**src/rtl/rpsc_hv_sequencer.sv**
```systemverilog
// rtl/rpsc_hv_sequencer.sv - G1/anode HV power sequencer with timeouts and latched first-fault
module rpsc_hv_sequencer #(
   parameter int G1_TIMEOUT = 160,
   parameter int AN_TIMEOUT = 320,
   parameter int OFF_DELAY  = 64,
   parameter int CNT_W      = 9
) (
   input  logic       clk,
   input  logic       reset,
   input  logic       start_req,
   input  logic       stop_req,
   input  logic       fault_ack,
   input  logic       not_alarm_g1,
   input  logic       not_alarm_an,
   input  logic       not_g1_ok,
   input  logic       not_th_an_ready,
   input  logic       not_an_ok,
   output logic       g1_ps_act,
   output logic       an_ps_act,
   output logic [2:0] state_o,
   output logic       fault,
   output logic [2:0] fault_code,
   output logic       hv_ready
);

   localparam logic [2:0] S_IDLE     = 3'd0;
   localparam logic [2:0] S_G1_RAMP  = 3'd1;
   localparam logic [2:0] S_AN_WAIT  = 3'd2;
   localparam logic [2:0] S_AN_RAMP  = 3'd3;
   localparam logic [2:0] S_RUN      = 3'd4;
   localparam logic [2:0] S_SHUTDOWN = 3'd5;
   localparam logic [2:0] S_FAULT    = 3'd6;

   localparam logic [CNT_W-1:0] G1_LAST  = CNT_W'(G1_TIMEOUT - 1);
   localparam logic [CNT_W-1:0] AN_LAST  = CNT_W'(AN_TIMEOUT - 1);
   localparam logic [CNT_W-1:0] OFF_LAST = CNT_W'(OFF_DELAY - 1);

   logic [2:0]       state;
   logic [2:0]       next_state;
   logic [2:0]       next_code;
   logic [2:0]       alarm_code;
   logic [CNT_W-1:0] timer;
   logic             clr_timer;
   logic             counting;
   logic             armed;
   logic             alarms_clear;
   logic             fault_exit;

   assign alarms_clear = not_alarm_g1 & not_alarm_an;
   assign fault_exit   = (state == S_FAULT) && fault_ack && alarms_clear;
   assign counting     = (state == S_G1_RAMP) || (state == S_AN_WAIT) ||
                         (state == S_AN_RAMP) || (state == S_SHUTDOWN);
   assign state_o      = state;

   // G1 alarm wins when both alarms land in the same cycle
   always_comb begin
      alarm_code = 3'd0;
      if (!not_alarm_g1)
         alarm_code = 3'd6;
      else if (!not_alarm_an)
         alarm_code = 3'd7;
   end

   always_comb begin
      next_state = state;
      next_code  = 3'd0;
      clr_timer  = 1'b0;
      case (state)
         S_IDLE: begin
            if (start_req && alarms_clear && !stop_req && armed) begin
               next_state = S_G1_RAMP;
               clr_timer  = 1'b1;
            end
         end
         S_G1_RAMP: begin
            // anode alarm is not meaningful before the anode supply is enabled
            if (!not_alarm_g1) begin
               next_state = S_FAULT;
               next_code  = 3'd6;
            end else if (not_g1_ok && timer == G1_LAST) begin
               next_state = S_FAULT;
               next_code  = 3'd1;
            end else if (stop_req) begin
               next_state = S_IDLE;
            end else if (!not_g1_ok) begin
               next_state = S_AN_WAIT;
               clr_timer  = 1'b1;
            end
         end
         S_AN_WAIT: begin
            if (alarm_code != 3'd0) begin
               next_state = S_FAULT;
               next_code  = alarm_code;
            end else if (not_th_an_ready && timer == G1_LAST) begin
               next_state = S_FAULT;
               next_code  = 3'd2;
            end else if (stop_req) begin
               next_state = S_IDLE;
            end else if (!not_th_an_ready) begin
               next_state = S_AN_RAMP;
               clr_timer  = 1'b1;
            end
         end
         S_AN_RAMP: begin
            if (alarm_code != 3'd0) begin
               next_state = S_FAULT;
               next_code  = alarm_code;
            end else if (not_an_ok && timer == AN_LAST) begin
               next_state = S_FAULT;
               next_code  = 3'd3;
            end else if (stop_req) begin
               next_state = S_SHUTDOWN;
               clr_timer  = 1'b1;
            end else if (!not_an_ok) begin
               next_state = S_RUN;
            end
         end
         S_RUN: begin
            if (alarm_code != 3'd0) begin
               next_state = S_FAULT;
               next_code  = alarm_code;
            end else if (not_g1_ok) begin
               next_state = S_FAULT;
               next_code  = 3'd4;
            end else if (not_an_ok) begin
               next_state = S_FAULT;
               next_code  = 3'd5;
            end else if (stop_req) begin
               next_state = S_SHUTDOWN;
               clr_timer  = 1'b1;
            end
         end
         S_SHUTDOWN: begin
            if (alarm_code != 3'd0) begin
               next_state = S_FAULT;
               next_code  = alarm_code;
            end else if (timer == OFF_LAST) begin
               next_state = S_IDLE;
            end
         end
         S_FAULT: begin
            if (fault_exit)
               next_state = S_IDLE;
         end
         default: next_state = S_IDLE;
      endcase
   end

   always_ff @(posedge clk) begin
      if (reset) begin
         state      <= S_IDLE;
         timer      <= '0;
         armed      <= 1'b1;
         g1_ps_act  <= 1'b0;
         an_ps_act  <= 1'b0;
         hv_ready   <= 1'b0;
         fault      <= 1'b0;
         fault_code <= 3'd0;
      end else begin
         state <= next_state;
         if (clr_timer)
            timer <= '0;
         else if (counting)
            timer <= timer + 1'b1;
         g1_ps_act <= (next_state == S_G1_RAMP) || (next_state == S_AN_WAIT) ||
                      (next_state == S_AN_RAMP) || (next_state == S_RUN) ||
                      (next_state == S_SHUTDOWN);
         an_ps_act <= (next_state == S_AN_RAMP) || (next_state == S_RUN);
         hv_ready  <= (next_state == S_RUN);
         fault     <= (next_state == S_FAULT);
         // only the entry into FAULT records a cause, so the first one sticks
         if (next_state == S_FAULT && state != S_FAULT)
            fault_code <= next_code;
         else if (fault_exit)
            fault_code <= 3'd0;
         // a start held across a fault clear must drop once before it counts again
         if (fault_exit)
            armed <= ~start_req;
         else if (!start_req)
            armed <= 1'b1;
      end
   end

endmodule

```
**config.mk**
```make
export PLATFORM = sky130hd
export DESIGN_NAME = rpsc_hv_sequencer
export DESIGN_NICKNAME = d
export VERILOG_FILES = /design/src/rtl/rpsc_hv_sequencer.sv
export SDC_FILE = /design/constraint.sdc
export NUM_CORES = 1
export LEC_CHECK = 0
export ABC_AREA = 1
export CAP_MARGIN = 40
export CORE_ASPECT_RATIO = 0.5
export CORE_MARGIN = 2
export CORE_UTILIZATION = 45
export CTS_CLUSTER_SIZE = 10
export DETAILED_ROUTE_END_ITERATION = 12
export PLACE_DENSITY = 0.69
export SYNTH_ARGS = -nofsm -noshare
export SYNTH_HDL_FRONTEND = slang
export SYNTH_SLANG_ARGS = --single-unit
```
**constraint.sdc**
```tcl
create_clock -name clk -period 2.4 [get_ports clk]
set_input_delay 0.48 -clock clk [delete_from_list [all_inputs] [get_ports clk]]
set_output_delay 0.48 -clock clk [all_outputs]
set_load 0.01 [all_outputs]
```
==> results.sh, run 1 <==
export IMPL_initial_core_util_pct=47.1
export IMPL_insertedDiodeCount=0
export IMPL_viasPerCell=4.98
export IMPL_reg2reg_slack_ps=620
export IMPL_syn_nets=196
export IMPL_worst_endpoint_required_ps=1920
export IMPL_max_cap_violations=0
export IMPL_vdd_drop_max_mv=0.307
export IMPL_antenna_left=0
export IMPL_timing_hold_ws_ps=475
export IMPL_grt_pass1_vias=1063
export IMPL_slew_headroom_pct=74.2
export IMPL_reg2reg_depth=12
export IMPL_critPathSlowestCell="clkdlybuf4s50_1"
export IMPL_worstMarginPinSlew_ps=386
export IMPL_place_hpwl_mm=2.25
export IMPL_final_core_util_pct=59.0
export IMPL_finalCritPeriodShare_pct=79.3
export IMPL_path_delay_family="buffers and inverters"
export IMPL_wl_per_cell_um=11.7
export IMPL_avgSynthCellArea_sq_um=6.54
export IMPL_yosys_register_bits=20
export IMPL_rows=13
export IMPL_hold_viol=0
export IMPL_syn_instance_count=185
export IMPL_nets=222
export IMPL_die_h_um=40.7
export IMPL_dpl_worst_slack_ps=312
export IMPL_cts_setup_buffers=0
export IMPL_ys_seq_area_share_pct=33.1
export IMPL_rsz0062_at_grt="no"
export IMPL_skew_ps=3.16
export IMPL_drive_above_1_share_pct=12.9
export IMPL_critPathCaptureType="primary output"
export IMPL_die_area_sq_um=3140
export IMPL_min_path_cells=2
export IMPL_multiInputGateArea_sq_um=696
export IMPL_grt_pass1_wl_mm=4.61
export IMPL_fin_setup_tns_ps=0
export IMPL_cts_max_level=1
export IMPL_fmax_mhz=525
export IMPL_antenna_found_initial=0
export IMPL_tritoncts="yes"
export IMPL_area_delta_synth_final_pct=25.3
export IMPL_cts_hold_buffers_added=0
export IMPL_die_w_um=77.3
export IMPL_hp_class="register to register"
export IMPL_drcViolationCount=0
export IMPL_holdCritStartpoint="armed"
export IMPL_insertion_delay_ps=260
export IMPL_cts_sinks=20
export IMPL_path_depth=1
export IMPL_synth_area_sq_um=1210
export IMPL_ios=20
export IMPL_worst_hold_path_endpoint="armed"
export IMPL_postCtsResizedCells=0
export IMPL_setup_ws_ps=496
export IMPL_grt_max_degree=12
export IMPL_r2r_start="timer[0]"
export IMPL_root_buffer="clkbuf_8"
export IMPL_reg2reg_to="fault_code[1]"
export IMPL_crit_buf_inv=1
export IMPL_dr_pass1_iters=4
export IMPL_max_stage_delay_ps=610
export IMPL_synth_distinct_cells=28
export IMPL_clock_path_buffers=2
export IMPL_crit_fanout=10
export IMPL_status="complete, no violations"
export IMPL_design_core_area_sq_um=2570
export IMPL_grt_total_usage_pct=19.3
export IMPL_finalMaxSlewViolations=0
export IMPL_cts_clk_slew_worst_paths_ps=70
export IMPL_register_area_sq_um=400
export IMPL_grt_overflow=0
export IMPL_cts_buffers=3
export IMPL_drtIter0Drc=42
export IMPL_path_cells="clkdlybuf4s50_1"
export IMPL_finalSetupViolCount=0
export IMPL_portBuffers=19
export IMPL_cp_start_kind="register"
export IMPL_arrival_ps=1420
export IMPL_fill_cells=256
export IMPL_p_per_area_nw_per_um2=581
export IMPL_gp_congestion=0.956
export IMPL_period_minus_slack_ps=1900
export IMPL_leakagePower_uw=0.000662
export IMPL_yosysWarnings=0
export IMPL_drt_wl_total_mm=2.89
export IMPL_worstSetupPathType="register to primary output"
export IMPL_vias=1229
-- per-layer routing --
metal	vias up	wire [um]	GRT usage [%]
met5	-	0	0
met4	0	37	5.80
met3	10	144	4.63
met2	41	1210	32.8
met1	522	1500	25.3
li1	656	-	-
-- synth_stat cells, drive strengths merged --
| cell | count | area (sq um) |
|---|---|---|
| nand2 | 43 | 171 |
| nor2 | 30 | 125 |
| inv | 26 | 97.6 |
| dfxtp | 20 | 400 |
| nand3 | 19 | 105 |
| a21oi | 11 | 55.1 |
| nand4 | 8 | 56.3 |
| nor3 | 6 | 30.0 |
| o21ai | 6 | 30.0 |
| xor2 | 4 | 35.0 |
| nor4 | 2 | 18.8 |
| a31oi | 1 | 6.26 |
| buf | 1 | 7.51 |
| clkinv | 1 | 8.76 |
| ha | 1 | 12.5 |
| nand3b | 1 | 7.51 |
| nor3b | 1 | 12.5 |
| o2111ai | 1 | 8.76 |
| o21a | 1 | 7.51 |
| o21bai | 1 | 7.51 |
| or2 | 1 | 6.26 |
-- flip-flops by register name (all words and copies together), names as in the netlist --
signal	count
timer	9
fault_code	3
state_o	3
an_ps_act	1
armed	1
fault	1
g1_ps_act	1
hv_ready	1
-- kinds of logic (layout without fill, tap and decap cells) --
group,after synthesis,count (layout),synth area share [%]
AND/OR/NAND/NOR,111,111,44.1
buffers and inverters,28,53,9.41
AO/OA/AOI/OAI,21,21,9.51
XOR/XNOR,4,4,2.90
flip-flops,20,20,33.1
adder cells (fa/ha/maj),1,1,1.03
-- how the worst max path moves through the flow --
stage / from / end / slack, ps
4_1_cts: state_o[1] / state_o[1] / 500
2_1_floorplan: timer[0] / fault_code[2] / 890
3_5_place_dp: not_alarm_g1 / fault_code[0] / 310
5_1_grt: not_an_ok / fault_code[1] / 400
6_report: state_o[1] / state_o[1] / 500
3_3_place_gp: not_alarm_g1 / g1_ps_act / 290
-- cell usage in the layout, fill, tap and decap left out --
cell,synthesis,layout
nand3_2,2,2
buf_4,1,3
a31oi_1,1,1
nor4_1,1,1
o2111ai_1,1,1
ha_1,1,1
o21a_1,1,1
nor4_2,1,1
nand2_1,39,39
clkbuf_8,0,4
nand2_2,4,4
o21ai_1,3,3
o21bai_1,1,1
clkinv_4,1,1
inv_2,4,4
xor2_1,4,4
nor3b_2,1,1
o21ai_0,3,3
nand4_2,1,1
nor2_1,25,25
nor2_2,5,5
or2_2,1,1
nand4_1,7,7
a21oi_1,11,11
nand3b_1,1,1
nand3_1,17,17
inv_1,22,22
nor3_1,6,6
clkdlybuf4s50_1,0,19
dfxtp_1,20,20
-- report_power, final --
group | switching (uW) | internal [uW] | leakage, uW | total [uW]
sequential | 25.2 | 361 | 0.000162 | 386
clock | 109 | 146 | 0.0000288 | 255
combinational | 132 | 109 | 0.000471 | 241
total | 266 | 615 | 0.000662 | 882
-- layout make-up --
type	count	area share, %
inverters	27	7.01
repair buffers	22	14.0
flip-flops and latches	20	26.4
well taps	37	3.05
multi-input cells	137	45.9
clock buffers	4	3.63
-- stage by stage --
step / cell area, sq um / total power (uW) / instances
after floorplan: 1210 / 530 / 185
final: 1520 / 882 / 247
after global routing: 1520 / 939 / 247
after CTS: 1520 / 893 / 247
after detailed placement: 1460 / 632 / 243
after global placement: 1460 / 633 / 243
Note: power is estimated with default switching activity, not from simulation.
==> inputs of run 2 (changes only) <==
- PLACE_DENSITY: 0.69 -> 0.72
- clock period: 2.4 -> 1.6 ns (I/O delays scaled with it)
==> results.sh, run 2 (same netlist as run 1, synthesis figures left out) <==
export IMPL_status="complete, no violations"
export IMPL_r2r_start="timer[5]"
export IMPL_ios=20
export IMPL_dr_pass1_iters=4
export IMPL_clock_path_buffers=2
export IMPL_grt_max_degree=12
export IMPL_leakagePower_uw=0.000842
export IMPL_p_comb_share_pct=31.2
export IMPL_min_path_cells=2
export IMPL_root_buffer="clkbuf_8"
export IMPL_finalSetupViolCount=0
export IMPL_die_area_sq_um=3140
export IMPL_p_per_area_nw_per_um2=768
export IMPL_antenna_found_initial=0
export IMPL_die_h_um=40.7
export IMPL_drt_wl_total_mm=3.28
export IMPL_insertedDiodeCount=0
export IMPL_design_core_area_sq_um=2570
export IMPL_reg2reg_slack_ps=20
export IMPL_rsz0062_at_grt="yes"
export IMPL_rows=13
export IMPL_slew_headroom_pct=78.3
export IMPL_clockPowerShare_pct=27.3
export IMPL_nets=248
export IMPL_place_hpwl_mm=2.37
export IMPL_hp_class="register to register"
export IMPL_finalCritPeriodShare_pct=98.9
export IMPL_area_delta_synth_final_pct=50.7
export IMPL_finalMaxSlewViolations=0
export IMPL_tritoncts="yes"
export IMPL_worst_endpoint_required_ps=1750
export IMPL_p_int_uw=971
export IMPL_dp_cells=262
export IMPL_period_minus_slack_ps=1580
export IMPL_vias=1398
export IMPL_skew_ps=5.07
export IMPL_antenna_left=0
export IMPL_wl_per_cell_um=12.0
export IMPL_gp_congestion=0.894
export IMPL_die_w_um=77.3
export IMPL_grt_total_usage_pct=21.1
export IMPL_vdd_drop_max_mv=0.568
export IMPL_p_sw_uw=429
export IMPL_cts_max_level=1
export IMPL_critPathCaptureType="register"
export IMPL_cts_buffers=3
export IMPL_max_cap_violations=0
export IMPL_layout_cells_non_filler=273
export IMPL_grt_pass1_wl_mm=5.01
export IMPL_drtIter0Drc=54
export IMPL_grt_pass1_vias=1151
export IMPL_regMostFlops="timer"
export IMPL_reg2reg_to="fault_code[1]"
export IMPL_worstMarginPinSlew_ps=323
export IMPL_reg2reg_depth=11
export IMPL_cts_clk_slew_worst_paths_ps=70
export IMPL_power_frac_seq_pct=41.5
export IMPL_cp_start_kind="register"
export IMPL_drcViolationCount=0
export IMPL_crit_fanout=4
export IMPL_holdCritStartpoint="fault_code[0]"
export IMPL_swShare_pct=30.7
export IMPL_cts_hold_buffers_added=0
export IMPL_drive_above_1_share_pct=32.6
export IMPL_hold_viol=0
export IMPL_arrival_ps=1730
export IMPL_viasPerCell=5.12
export IMPL_layout_common_cells="33 x nand2_1, 28 x buf_4, 22 x nor2_1"
export IMPL_initial_core_util_pct=47.1
export IMPL_worstSetupPathType="register to register"
export IMPL_fmax_mhz=632
export IMPL_largest_reg_flops=9
export IMPL_portBuffers=19
export IMPL_final_core_util_pct=70.9
export IMPL_layout_commonest_cell="nand2_1"
export IMPL_insertion_delay_ps=260
export IMPL_worst_hold_path_endpoint="fault_code[0]"
export IMPL_cts_sinks=20
export IMPL_grt_overflow=0
run 2: area by class of cell:
class | count | area [sq um]
fill | 212 | 747
timing repair buffer | 47 | 400
tap | 37 | 46.3
inverter | 27 | 106
multi-input combinational | 138 | 803
clock buffer | 4 | 55.1
sequential | 20 | 412
run 2: stage by stage:
| step | hold WS [ps] | total power, uW | TNS, ps | cell area [sq um] | setup WS [ps] |
|---|---|---|---|---|---|
| after CTS | 486 | 1380 | 0 | 1760 | 1.08 |
| after global routing | 497 | 1480 | -569 | 1820 | -128 |
| after floorplan | 389 | 794 | 0 | 1210 | 86.8 |
| final | 478 | 1400 | 0 | 1820 | 17.8 |
| after global placement | 467 | 975 | -4880 | 1600 | -312 |
| after detailed placement | 474 | 980 | -6020 | 1600 | -394 |
run 2: worst max-delay path by stage:
stage / from / endpoint / cells past startpoint
global route: timer[5] / fault_code[0] / 11
floorplan: timer[0] / fault_code[2] / 12
CTS: timer[1] / an_ps_act / 12
global placement: stop_req / an_ps_act / 10
finish: timer[5] / fault_code[1] / 11
detailed placement: stop_req / timer[3] / 7
run 2: critical path, stage by stage (launching register included):
cell     delay [ps]
dfxtp_1         320
buf_4           150
nor2_1          130
nand2_1          80
nor2_1          130
nand3_1         120
nand3_1         100
a21oi_2          60
nand2_2         140
nand3_2         100
nand3_1          80
a21oi_1          60
run 2: power by group through the flow:
stage	sequential, uW	combinational (uW)	clock [uW]
4_1_cts	577	417	390
5_1_grt	586	476	416
3_3_place_gp	581	394	0
2_1_floorplan	595	200	0
6_report	581	436	383
3_5_place_dp	581	398	0
run 2: timing repair:
item                       CTS  global route
setup buffers                4             2
gates cloned                 0             1
setup endpoints to repair   17            21
pin swaps                   12            12
resized for setup           25            13
run 2: metal layers:
layer	wire [um]	global-route usage, %
met4	57	6.25
met3	192	5.73
met1	1570	27.3
met5	0	0
met2	1460	36.3
